**src/rtl/writeback_queue.sv**
```systemverilog
// ----------------------------------------------------------------------------
// writeback_queue
//   In-order writeback buffer sitting between the two execution pipelines and
//   a dual-write-port register file. Up to two results are accepted per cycle
//   (slot 1 older than slot 2) and up to two are retired per cycle, oldest
//   first. When the two retiring entries target the same register, only the
//   younger one is written. A pending-write mask is exported for hazard
//   detection.
//
// Ports
//   clk          : clock, all state updates on the rising edge
//   reset        : synchronous, active-low reset
//   valid1/destIn1/dataIn1 : older incoming result
//   valid2/destIn2/dataIn2 : younger incoming result
//   inReady      : queue has room for two results this cycle
//   stall        : inhibit draining this cycle
//   regWrite1/destReg1/writeData1 : register-file write port 1 (older entry)
//   regWrite2/destReg2/writeData2 : register-file write port 2 (younger entry)
//   pendingMask  : bit r set while any queued entry targets register r
//   count        : number of occupied entries
// ----------------------------------------------------------------------------
module writeback_queue #(
    parameter int DEPTH  = 4,
    parameter int DATA_W = 32,
    parameter int ADDR_W = 3
) (
    input  logic                    clk,
    input  logic                    reset,
    input  logic                    valid1,
    input  logic [ADDR_W-1:0]       destIn1,
    input  logic [DATA_W-1:0]       dataIn1,
    input  logic                    valid2,
    input  logic [ADDR_W-1:0]       destIn2,
    input  logic [DATA_W-1:0]       dataIn2,
    output logic                    inReady,
    input  logic                    stall,
    output logic                    regWrite1,
    output logic [ADDR_W-1:0]       destReg1,
    output logic [DATA_W-1:0]       writeData1,
    output logic                    regWrite2,
    output logic [ADDR_W-1:0]       destReg2,
    output logic [DATA_W-1:0]       writeData2,
    output logic [(2**ADDR_W)-1:0]  pendingMask,
    output logic [$clog2(DEPTH):0]  count
);

    localparam int PTR_W = $clog2(DEPTH);
    localparam int CNT_W = PTR_W + 1;
    localparam int NREG  = 2 ** ADDR_W;

    // ------------------------------------------------------------------
    // State
    // ------------------------------------------------------------------
    logic [DEPTH-1:0][ADDR_W-1:0] dest_q, dest_d;
    logic [DEPTH-1:0][DATA_W-1:0] data_q, data_d;
    logic [DEPTH-1:0]             vld_q,  vld_d;
    logic [PTR_W-1:0]             head_q, head_d;
    logic [PTR_W-1:0]             tail_q, tail_d;
    logic [CNT_W-1:0]             count_q, count_d;

    // ------------------------------------------------------------------
    // Derived control
    // ------------------------------------------------------------------
    logic [PTR_W-1:0] head_nxt;
    logic [PTR_W-1:0] tail_nxt;
    logic [1:0]       n_drain;
    logic [1:0]       n_enq;
    logic             acc1;
    logic             acc2;
    logic             collision;

    assign head_nxt = head_q + PTR_W'(1);
    assign tail_nxt = tail_q + PTR_W'(1);

    // Room for a full pair is judged on the registered count only, so the
    // upstream handshake never depends on this cycle's stall/drain.
    assign inReady = (count_q <= CNT_W'(DEPTH - 2));

    assign acc1  = inReady & valid1;
    assign acc2  = inReady & valid2;
    assign n_enq = 2'(acc1) + 2'(acc2);

    always_comb begin
        n_drain = 2'd0;
        if (!stall) begin
            if (count_q >= CNT_W'(2)) n_drain = 2'd2;
            else                      n_drain = count_q[1:0];
        end
    end

    // ------------------------------------------------------------------
    // Write ports: always show the two head slots; only the enables gate.
    // ------------------------------------------------------------------
    assign destReg1   = dest_q[head_q];
    assign writeData1 = data_q[head_q];
    assign destReg2   = dest_q[head_nxt];
    assign writeData2 = data_q[head_nxt];

    // Same-register pair: drop the older write so the younger data lands.
    // Both entries still retire.
    assign collision = (n_drain == 2'd2) && (dest_q[head_q] == dest_q[head_nxt]);
    assign regWrite1 = (n_drain != 2'd0) && !collision;
    assign regWrite2 = (n_drain == 2'd2);

    assign count = count_q;

    // ------------------------------------------------------------------
    // Pending-write mask: includes entries retiring this cycle.
    // ------------------------------------------------------------------
    always_comb begin
        pendingMask = '0;
        for (int i = 0; i < DEPTH; i++) begin
            if (vld_q[i]) pendingMask[dest_q[i]] = 1'b1;
        end
    end

    // ------------------------------------------------------------------
    // Next state
    // ------------------------------------------------------------------
    always_comb begin
        dest_d  = dest_q;
        data_d  = data_q;
        vld_d   = vld_q;
        head_d  = head_q + PTR_W'(n_drain);
        tail_d  = tail_q + PTR_W'(n_enq);
        count_d = count_q + CNT_W'(n_enq) - CNT_W'(n_drain);

        // Retire first. Enqueue only happens with at least two free slots,
        // so tail/tail+1 never alias an occupied (possibly retiring) slot.
        if (n_drain != 2'd0) vld_d[head_q]   = 1'b0;
        if (n_drain == 2'd2) vld_d[head_nxt] = 1'b0;

        if (acc1 && acc2) begin
            dest_d[tail_q]   = destIn1;
            data_d[tail_q]   = dataIn1;
            vld_d[tail_q]    = 1'b1;
            dest_d[tail_nxt] = destIn2;
            data_d[tail_nxt] = dataIn2;
            vld_d[tail_nxt]  = 1'b1;
        end else if (acc1) begin
            dest_d[tail_q]   = destIn1;
            data_d[tail_q]   = dataIn1;
            vld_d[tail_q]    = 1'b1;
        end else if (acc2) begin
            dest_d[tail_q]   = destIn2;
            data_d[tail_q]   = dataIn2;
            vld_d[tail_q]    = 1'b1;
        end
    end

    // Entry contents are cleared on reset so idle ports read zero.
    always_ff @(posedge clk) begin
        if (!reset) begin
            dest_q  <= '0;
            data_q  <= '0;
            vld_q   <= '0;
            head_q  <= '0;
            tail_q  <= '0;
            count_q <= '0;
        end else begin
            dest_q  <= dest_d;
            data_q  <= data_d;
            vld_q   <= vld_d;
            head_q  <= head_d;
            tail_q  <= tail_d;
            count_q <= count_d;
        end
    end

endmodule
```
**config.mk**
```make
export PLATFORM = sky130hd
export DESIGN_NAME = writeback_queue
export DESIGN_NICKNAME = d
export VERILOG_FILES = /design/src/rtl/writeback_queue.sv
export SDC_FILE = /design/constraint.sdc
export NUM_CORES = 1
export LEC_CHECK = 0
export BUFFER_PORTS_ARGS = -buffer_cell sky130_fd_sc_hd__buf_2
export CAP_MARGIN = 20
export CORE_MARGIN = 3
export CORE_UTILIZATION = 64
export DETAILED_ROUTE_END_ITERATION = 7
export PLACE_DENSITY = 0.88
export SETUP_SLACK_MARGIN = 0.1
export SKIP_LAST_GASP = 1
export SLEW_MARGIN = 10
export SYNTH_ARGS = -nofsm -noshare
export SYNTH_HDL_FRONTEND = slang
export SYNTH_SLANG_ARGS = --single-unit
```
**constraint.sdc**
```tcl
create_clock -name clk -period 4.9 [get_ports clk]
set_clock_uncertainty 0.05 [all_clocks]
set_input_delay 0.98 -clock clk [delete_from_list [all_inputs] [get_ports clk]]
set_output_delay 0.98 -clock clk [all_outputs]
set_load 0.02 [all_outputs]
```
After elaboration in Yosys (flattened, before gate mapping):

Cells that the tools add are included.
W data, S select, Z words.

* word-level logic and storage cells: 119
* register bits: 151
* output and inout port bits: 84

* muxes and demuxes: 55
* equal/unequal tests: 2
* $add $sub $neg: 7
* magnitude comparators: 18
* reductions and logical operators: 14
* bitwise logic cells: 11

Operators with widths (count)
* $bwmux W128: 3
* $mux W128: 3
* $bmux W32 S2: 2
* $demux W32 S2: 2
* $mux W32: 4
* $bwmux W12: 3
* $mux W12: 3
* $mux W8: 4
* $or A8 B8 Y8: 3
* $mux W4: 5
* $lt A3 B4 Y1 const B: 4
* $bmux W3 S2: 2
* $demux W1 S3: 4
* $demux W3 S2: 2
* $ge A3 B1 Y1 const B: 4
* $lt A2 B3 Y1 const B: 4
* $mux W3: 4
* $logic_and A1 B1 Y1: 11
* $and A4 B4 Y4: 2
* $demux W1 S2: 4
* $ge A2 B1 Y1 const B: 4
* $mux W1: 8
* $not A4 Y4: 2
* $or A4 B4 Y4: 2
* 14 further kinds: 18

Logic depth before layout (Yosys ltp):

Gate-level depths: netlist of run 1.

* depth in word-level cells: 13
* mapped depth: 14

Worst setup path after synthesis of run 1:

OpenSTA, ideal clock, no wires.

* kind: reg-to-output
* start: register head_q[0]
* end: output regWrite1
* arrival time: 2685 ps
* slack: 1185 ps
* stages on the path, launching flop included: 11
* path buffers: 4
* data required time: 3870 ps
* cell sequence: dfxtp_1 buf_2 buf_2 buf_2 inv_1 ha_1 buf_1 mux4_2 xnor2_1 nand3_1 a21o_1

* cells in the longest elaborated chain, start to end: 7
* elaborated cells on any way between the ends: 9
* classes of those cells: add/sub: 1; eq/ne: 1; mux: 4; reduce/logical: 3

RTL lines
* start, declared: RTL line 57 `logic [PTR_W-1:0] head_q, head_d;`
* start signal, assigned: RTL line 157 `head_q <= '0;`
* start signal, assigned: RTL line 164 `head_q <= head_d;`
* $add A2 B1 Y2: RTL line 72 `assign head_nxt = head_q + PTR_W'(1);`
* $bmux W3 S2
* $mux W3
* via destReg2[2]: RTL line 41 `output logic [ADDR_W-1:0] destReg2,`
* $eq A3 B3 Y1: RTL line 101 `assign collision = (n_drain == 2'd2) && (dest_q[head_q] == dest_q[head_nxt]);`
* $logic_and A1 B1 Y1: RTL line 101
* $logic_not A1 Y1: RTL line 102 `assign regWrite1 = (n_drain != 2'd0) && !collision;`
* $logic_and A1 B1 Y1: RTL line 102
* end, declared: RTL line 37 `output logic regWrite1,`

The timed path passes the listed nets, and every way through them passes these cells. The select of a mux whose other input is x is not followed.

Worst setup path in the final report of run 1:

* start: register head_q[0]
* end: output regWrite1

* cells in the longest elaborated chain, start to end: 7
* elaborated cells on any way between the ends: 9
* classes of those cells: add/sub: 1; eq/ne: 1; mux: 4; reduce/logical: 3

RTL lines (RTL line)
* $add A2 B1 Y2: 72
* $bmux W3 S2: 101
* $mux W3 (not written as such): 101
* $eq A3 B3 Y1 (*): 101
* $logic_and A1 B1 Y1 (*): 101
* $logic_not A1 Y1 (*): 102
* $logic_and A1 B1 Y1 (*): 102

Every way passes the cells marked *; elsewhere a longest branch is shown, timed or not. The select of a mux whose other input is x is not followed.

==> results.json, run 1 <==
{
  "syn-num-nets": 1193,
  "vias_per_cell": 7.759,
  "cp-end-kind": "output pin",
  "final_hold_viol_count": 0,
  "synth_cell_types": 51,
  "clk_pin_slew_worst_paths_ps": 60,
  "antenna_found_initial": 4,
  "row_count": 47,
  "synth_area_sq_um": 11250,
  "outcome": "finished, final reports clean",
  "yosysTopAreaCell": "dfxtp_1",
  "clock-sinks": 151,
  "synth_compound_area_frac": 0.3640,
  "hold_buffers": 0,
  "initial_utilization": 0.6666,
  "start_kind": "flip-flop",
  "core_sq_um": 16880,
  "multi_input_area_sq_um": 7562,
  "synth-simple-area-share": 0.07874,
  "routed_wl_mm": 36.18,
  "tightest_slew_ps": 1143,
  "cts_setup_buffers": 0,
  "drive_gt1_frac": 0.3047,
  "synth-seq-area-share": 0.2687,
  "maxClockFrequency_ghz": 0.2537,
  "synth_most_common_cell": "o2bb2ai_1",
  "netlist_top_cells_area": "dfxtp_1 (27%), mux4_2 (14%), o2bb2ai_1 (12%)",
  "maxCapViolCount": 0,
  "n_fill_cell": 1123,
  "timing.rr.start": "tail_q[0]",
  "ir_drop_uv": 330.2,
  "worstPathRequired_ps": 3870,
  "grt_max_degree": 71,
  "setup_viol": 0,
  "synth_top_family_by_area": "compound AO/OA/AOI/OAI gates",
  "die_h_microns": 138.6,
  "p_leak_uw": 0.004382,
  "async_flop_share": 0,
  "place.detailed.hpwl_mm": 21.92,
  "first_global_vias": 10577,
  "area_growth_pct": 11.54,
  "synth_mux_area_frac": 0.2024,
  "grt_setup_unrepaired": "false",
  "routedWlPerCell_microns": 25.66,
  "min_period_ps": 3942,
  "syn_avg_cell_area_sq_um": 10.17,
  "fp.dieArea_sq_um": 19210,
  "ys_ff_latch": 151,
  "cts_buffer_depth": 2,
  "dr.pass1.iters": 8,
  "ff_latch_area_sq_um": 3029,
  "syn_inst": 1106,
  "ys_warn_count": 0,
  "gr-total-overflow": 0,
  "die_w_microns": 138.6,
  "max_stage_delay_ps": 950,
  "synth_edf_count": 0,
  "gp_congestion": 0.8380,
  "worstSkewPairLatency_ps": 430,
  "cp_slowest_cell": "ha_1",
  "grt_usage": 0.3600,
  "netlist_top_cells_count": "o2bb2ai_1 (159), dfxtp_1 (151), nor2_1 (121)",
  "io_buffer_count": 158,
  "timing.final.crit_share": 0.8044,
  "hp-start": "data_q[122]",
  "cts_buffers": 17,
  "io_pins": 159,
  "final_max_slew_viol_count": 0,
  "timing_worst_setup_path_type": "flip-flop to output pin",
  "crit_path_cell_trace": "inv_1 -> ha_1 -> mux4_2 -> xnor2_1 -> nand3_1 -> a21o_1 -> buf_2",
  "drt_iter0_markers": 1680,
  "crit_start": "head_q[0]",
  "synth_flop_cell": "dfxtp_1",
  "crit_fanout": 17,
  "fin_setup_tns_ps": 0,
  "p_total_uw": 7315,
  "cts_resized": 0,
  "fin_nets": 1264,
  "synth_adder_area_share": 0.01401,
  "htreeDepth": 4,
  "synthXorXnorAreaFrac": 0.007006,
  "drc_errors": 0,
  "yosysTopAreaCellShare": 0.2687,
  "p_per_area_nw_per_um2": 582.9,
  "clockRootBuffer": "clkbuf_16",
  "cts_tree": "built",
  "vias": 10940,
  "grt_pass1_wl_mm": 56.99,
  "worstPathArrival_ps": 2910,
  "maxSlewHeadroom": 0.2378,
  "ant_nets": 0,
  "hp-class": "flip-flop to flip-flop"
}
[flip-flops by register name, summed over array words and instances, names as in the netlist]
signal,cells
head_q,2
data_q,128
vld_q,4
dest_q,12
tail_q,2
count,3
[layout by cell type, fill, tap and decap left out, drive strengths merged, types with 6 or more instances in the layout]
cell,Yosys,final
nand2,6,6
mux2i,70,70
mux4,70,70
dfxtp,151,151
o2bb2ai,210,210
o21ai,12,12
ha,11,11
a22o,36,36
a22oi,70,70
nand2b,6,6
buf,79,187
nor3b,9,9
nor2,122,122
and2,10,10
clkbuf,56,22
a221oi,70,70
nand4b,9,9
inv,11,11
xnor2,9,9
nand4,7,7
a21oi,45,45
[cell families (layout without fill, tap and decap cells)]
logic type,after synthesis,count (layout)
AOI/OAI and AO/OA,461,461
and+or+nand+nor,187,187
DFF,151,151
buffers and inverters,146,228
muxes,140,140
adders and majority gates,12,12
xor gates and xnor gates,9,9
other,0,2
[layout make-up]
cell class,instances,share of cell area
Tap cell,220,0.02193
Inverter,11,0.003689
Antenna cell,2,0.0003988
Clock buffer,22,0.03858
Timing Repair Buffer,187,0.08554
Clock inverter,8,0.005882
Multi-Input combinational cell,809,0.6026
Sequential cell,151,0.2414
[where the power goes]
part | switching [uW] | total (uW) | internal, uW
clock | 539 | 1280 | 744
sequential | 379 | 1850 | 1470
combinational | 2570 | 4180 | 1610
total | 3490 | 7310 | 3820
[stage by stage]
stage | std cells | instance area, sq um | utilization | setup slack (ps) | hold slack [ps]
6_report | 1410 | 12550 | 0.7436 | 958.3 | 445.6
5_1_grt | 1409 | 12550 | 0.7434 | 791.6 | 460.9
4_1_cts | 1406 | 12490 | 0.7400 | 953.5 | 447.6
3_5_place_dp | 1376 | 11930 | 0.7069 | 1067 | 440.1
3_3_place_gp | 1376 | 11930 | 0.7069 | 1254 | 427.9
2_1_floorplan | 1106 | 11250 | - | 1185 | 414.4
[critical path: cells and delay by family, from the launching register on]
family                     cells  cell delay (ps)
adders and majority gates      1              950
AOI/OAI and AO/OA              1              200
and+or+nand+nor                1              160
buffers and inverters          2              200
muxes                          1              450
xor gates and xnor gates       1              160
DFF                            1              340
[final timing paths]
kind,slack [ps],depth (start not counted),to
max,960,7,regWrite1
min,450,1,data_q[122]
max reg2reg,1280,6,data_q[82]
min reg2reg,450,1,data_q[122]
[layer usage]
layer  share of wire  track usage
met3            0.13      0.08724
met1            0.37       0.4723
met2            0.46       0.5712
met5         0.00036            0
met4           0.043       0.1550
(Power assumes the default switching activity.)
==> inputs of run 2 (changes only) <==
--- a/config.mk
+++ b/config.mk
@@ -5,12 +5,13 @@
 export SDC_FILE = /design/constraint.sdc
 export NUM_CORES = 1
 export LEC_CHECK = 0
+export ABC_AREA = 1
 export BUFFER_PORTS_ARGS = -buffer_cell sky130_fd_sc_hd__buf_2
 export CAP_MARGIN = 20
 export CORE_MARGIN = 3
-export CORE_UTILIZATION = 64
+export CORE_UTILIZATION = 55
 export DETAILED_ROUTE_END_ITERATION = 7
-export PLACE_DENSITY = 0.88
+export PLACE_DENSITY = 0.79
 export SETUP_SLACK_MARGIN = 0.1
 export SKIP_LAST_GASP = 1
 export SLEW_MARGIN = 10
==> constraint.sdc (replaced) <==
create_clock -name clk -period 3.5 [get_ports clk]
set_clock_uncertainty 0.05 [all_clocks]
set_input_delay 0.7 -clock clk [delete_from_list [all_inputs] [get_ports clk]]
set_output_delay 0.7 -clock clk [all_outputs]
set_load 0.02 [all_outputs]
==> results.json, run 2 <==
{
  "met1_usage": 0.4680,
  "n_fill_cell": 2493,
  "clock-sinks": 151,
  "timing_worst_setup_path_type": "flip-flop to output pin",
  "synth_area_sq_um": 14460,
  "cts_buffers": 17,
  "top_register": "data_q",
  "initial_utilization": 0.5675,
  "fin_nets": 2805,
  "whs_path_depth": 2,
  "tightest_slew_ps": 903.0,
  "stdcell_area_sq_um": 16100,
  "antenna_found_initial": 5,
  "routedWlPerCell_microns": 17.78,
  "yosysTopAreaCellShare": 0.2205,
  "core_sq_um": 25470,
  "start_kind": "flip-flop",
  "grt_use_met2": 0.5992,
  "drive_gt1_frac": 0.1077,
  "p_per_area_nw_per_um2": 862.4,
  "vias_per_cell": 6.319,
  "synth_edf_count": 0,
  "fp.dieArea_sq_um": 28260,
  "largest_register_ffs": 128,
  "clockRootBuffer": "clkbuf_16",
  "synth-seq-area-share": 0.2091,
  "gr-total-overflow": 0,
  "maxCapViolCount": 0,
  "synth_most_common_cell": "nand2_1",
  "critical_path_depth": 7,
  "ys_warn_count": 0,
  "grt.busiest_layer": "met2",
  "htreeDepth": 4,
  "min_period_ps": 3195,
  "hold_buffers": 0,
  "ir_drop_uv": 685.8,
  "syn_avg_cell_area_sq_um": 5.303,
  "multi_input_area_sq_um": 9826,
  "drc_errors": 3,
  "yosysTopAreaCell": "nand2_1",
  "drt_iter0_markers": 3021,
  "reg2reg_depth": 8,
  "netlist_top_cells_area": "nand2_1 (22%), dfxtp_1 (21%), nand3_1 (20%)",
  "maxClockFrequency_ghz": 0.3129,
  "dr.pass1.iters": 8,
  "fin_setup_tns_ps": 0,
  "routed_wl_mm": 54.45,
  "synth_flop_cell": "dfxtp_1",
  "final_max_slew_viol_count": 0,
  "worstPathRequired_ps": 2750,
  "grt_usage": 0.3680,
  "die_w_microns": 168.1,
  "reg.largest.list": "data_q: 128 flops, dest_q: 12 flops, vld_q: 4 flops",
  "timing.final.crit_share": 0.9130,
  "setup_viol": 0,
  "path_delay_family": "buffers and inverters",
  "violations": "DRC",
  "cts_tree": "built",
  "place.detailed.hpwl_mm": 31.50,
  "p_leak_uw": 0.007498,
  "ff_latch_area_sq_um": 3029,
  "first_global_vias": 17621,
  "gp_congestion": 0.9162,
  "dpl-instance-area_sq_um": 15440,
  "cp-end-kind": "output pin",
  "row_count": 58,
  "final_common_cell": "nand2_1",
  "async_flop_share": 0,
  "clk_pin_slew_worst_paths_ps": 70,
  "cts_buffer_depth": 2,
  "layout_common_cells": "nand2_1 (848), nand3_1 (576), a21oi_1 (284), inv_1 (208), o21ai_0 (182)",
  "max_stage_delay_ps": 390,
  "syn-num-nets": 2813,
  "area_growth_pct": 11.39,
  "cp_slowest_cell": "ha_1",
  "hp-class": "flip-flop to flip-flop",
  "cp_num_buf_inv": 4,
  "io_pins": 159,
  "use_met3": 0.07208,
  "ant_nets": 0,
  "vias": 19356,
  "worstSkewPairLatency_ps": 430,
  "die_h_microns": 168.1,
  "netlist_top_cells_count": "nand2_1 (849), nand3_1 (577), a21oi_1 (315)",
  "outcome": "finished, violations left",
  "ys_ff_latch": 151,
  "cpMostUsedCell": "a21oi_1",
  "syn_inst": 2726,
  "final_hold_viol_count": 0,
  "grt_max_degree": 175,
  "worstPathArrival_ps": 2450,
  "io_buffer_count": 158,
  "synth_cell_types": 28,
  "maxSlewHeadroom": 0.3980,
  "crit_path_cell_trace": "clkinv_1 -> ha_1 -> inv_4 -> buf_4 -> a21oi_1 -> a21oi_1 -> buf_2",
  "crit_fanout": 25,
  "grt_pass1_wl_mm": 87.37,
  "grt_setup_unrepaired": "false"
}
==> run 2: cells by family (layout without fill, tap and decap cells) <==
logic type / Yosys count / in the layout / share of synthesized area
adders and majority gates: 12 / 12 / 0.01091
DFF: 151 / 151 / 0.2091
other: 0 / 2 / 0
AOI/OAI and AO/OA: 576 / 576 / 0.2064
and+or+nand+nor: 1529 / 1529 / 0.4496
xor gates and xnor gates: 2 / 2 / 0.001212
buffers and inverters: 456 / 461 / 0.1228
==> run 2: final cells by class <==
type                    instances  share of cell area
clock buffers                  19             0.02689
multi-input cells            2119              0.6102
flip-flops and latches        151              0.1881
clock inverters                13             0.01189
well taps                     330             0.02564
repair buffers                205             0.08392
inverters                     224             0.05300
diodes                          2           0.0003108
==> run 2: worst paths after layout <==
kind | start | end | slack (ps)
min reg2reg | data_q[14] | data_q[14] | 430
min | data_q[14] | data_q[14] | 430
max | head_q[1] | writeData2[31] | 300
max reg2reg | tail_q[1] | data_q[126] | 830
==> run 2: metrics by stage <==
stage / total power, uW / std cells / worst slack [ps] / hold WS, ps / util
floorplan: 8865 / 2726 / 101.5 / 408.8 / -
global placement: 11290 / 3028 / 622.4 / 418.1 / 0.6062
detailed placement: 11520 / 3028 / 607.6 / 420.8 / 0.6062
CTS: 13570 / 3060 / 149.1 / 432.2 / 0.6308
global route: 14800 / 3063 / 140.9 / 452.8 / 0.6321
finish: 13890 / 3063 / 304.5 / 431.9 / 0.6321
==> run 2: where the power goes <==
| group | switching [uW] | internal (uW) |
|---|---|---|
| combinational | 6400 | 2750 |
| sequential | 549 | 2150 |
| clock | 841 | 1210 |
| total | 7790 | 6100 |
==> run 2: tightest hold or removal path: stages (launching register included) <==
cell	delay (ps)
dfxtp_1	320
nand2_1	60
a21oi_1	50
==> run 2: timing repair <==
item	in CTS	in global routing
endpoints found under the setup margin	0	13
gates resized for setup	0	2
setup buffers	0	0
==> run 2: routing by layer <==
metal	vias to the layer above	wire (microns)
li1	9003	-
met1	8619	20330
met2	1457	24150
met3	271	7468
met4	6	2452
met5	-	42
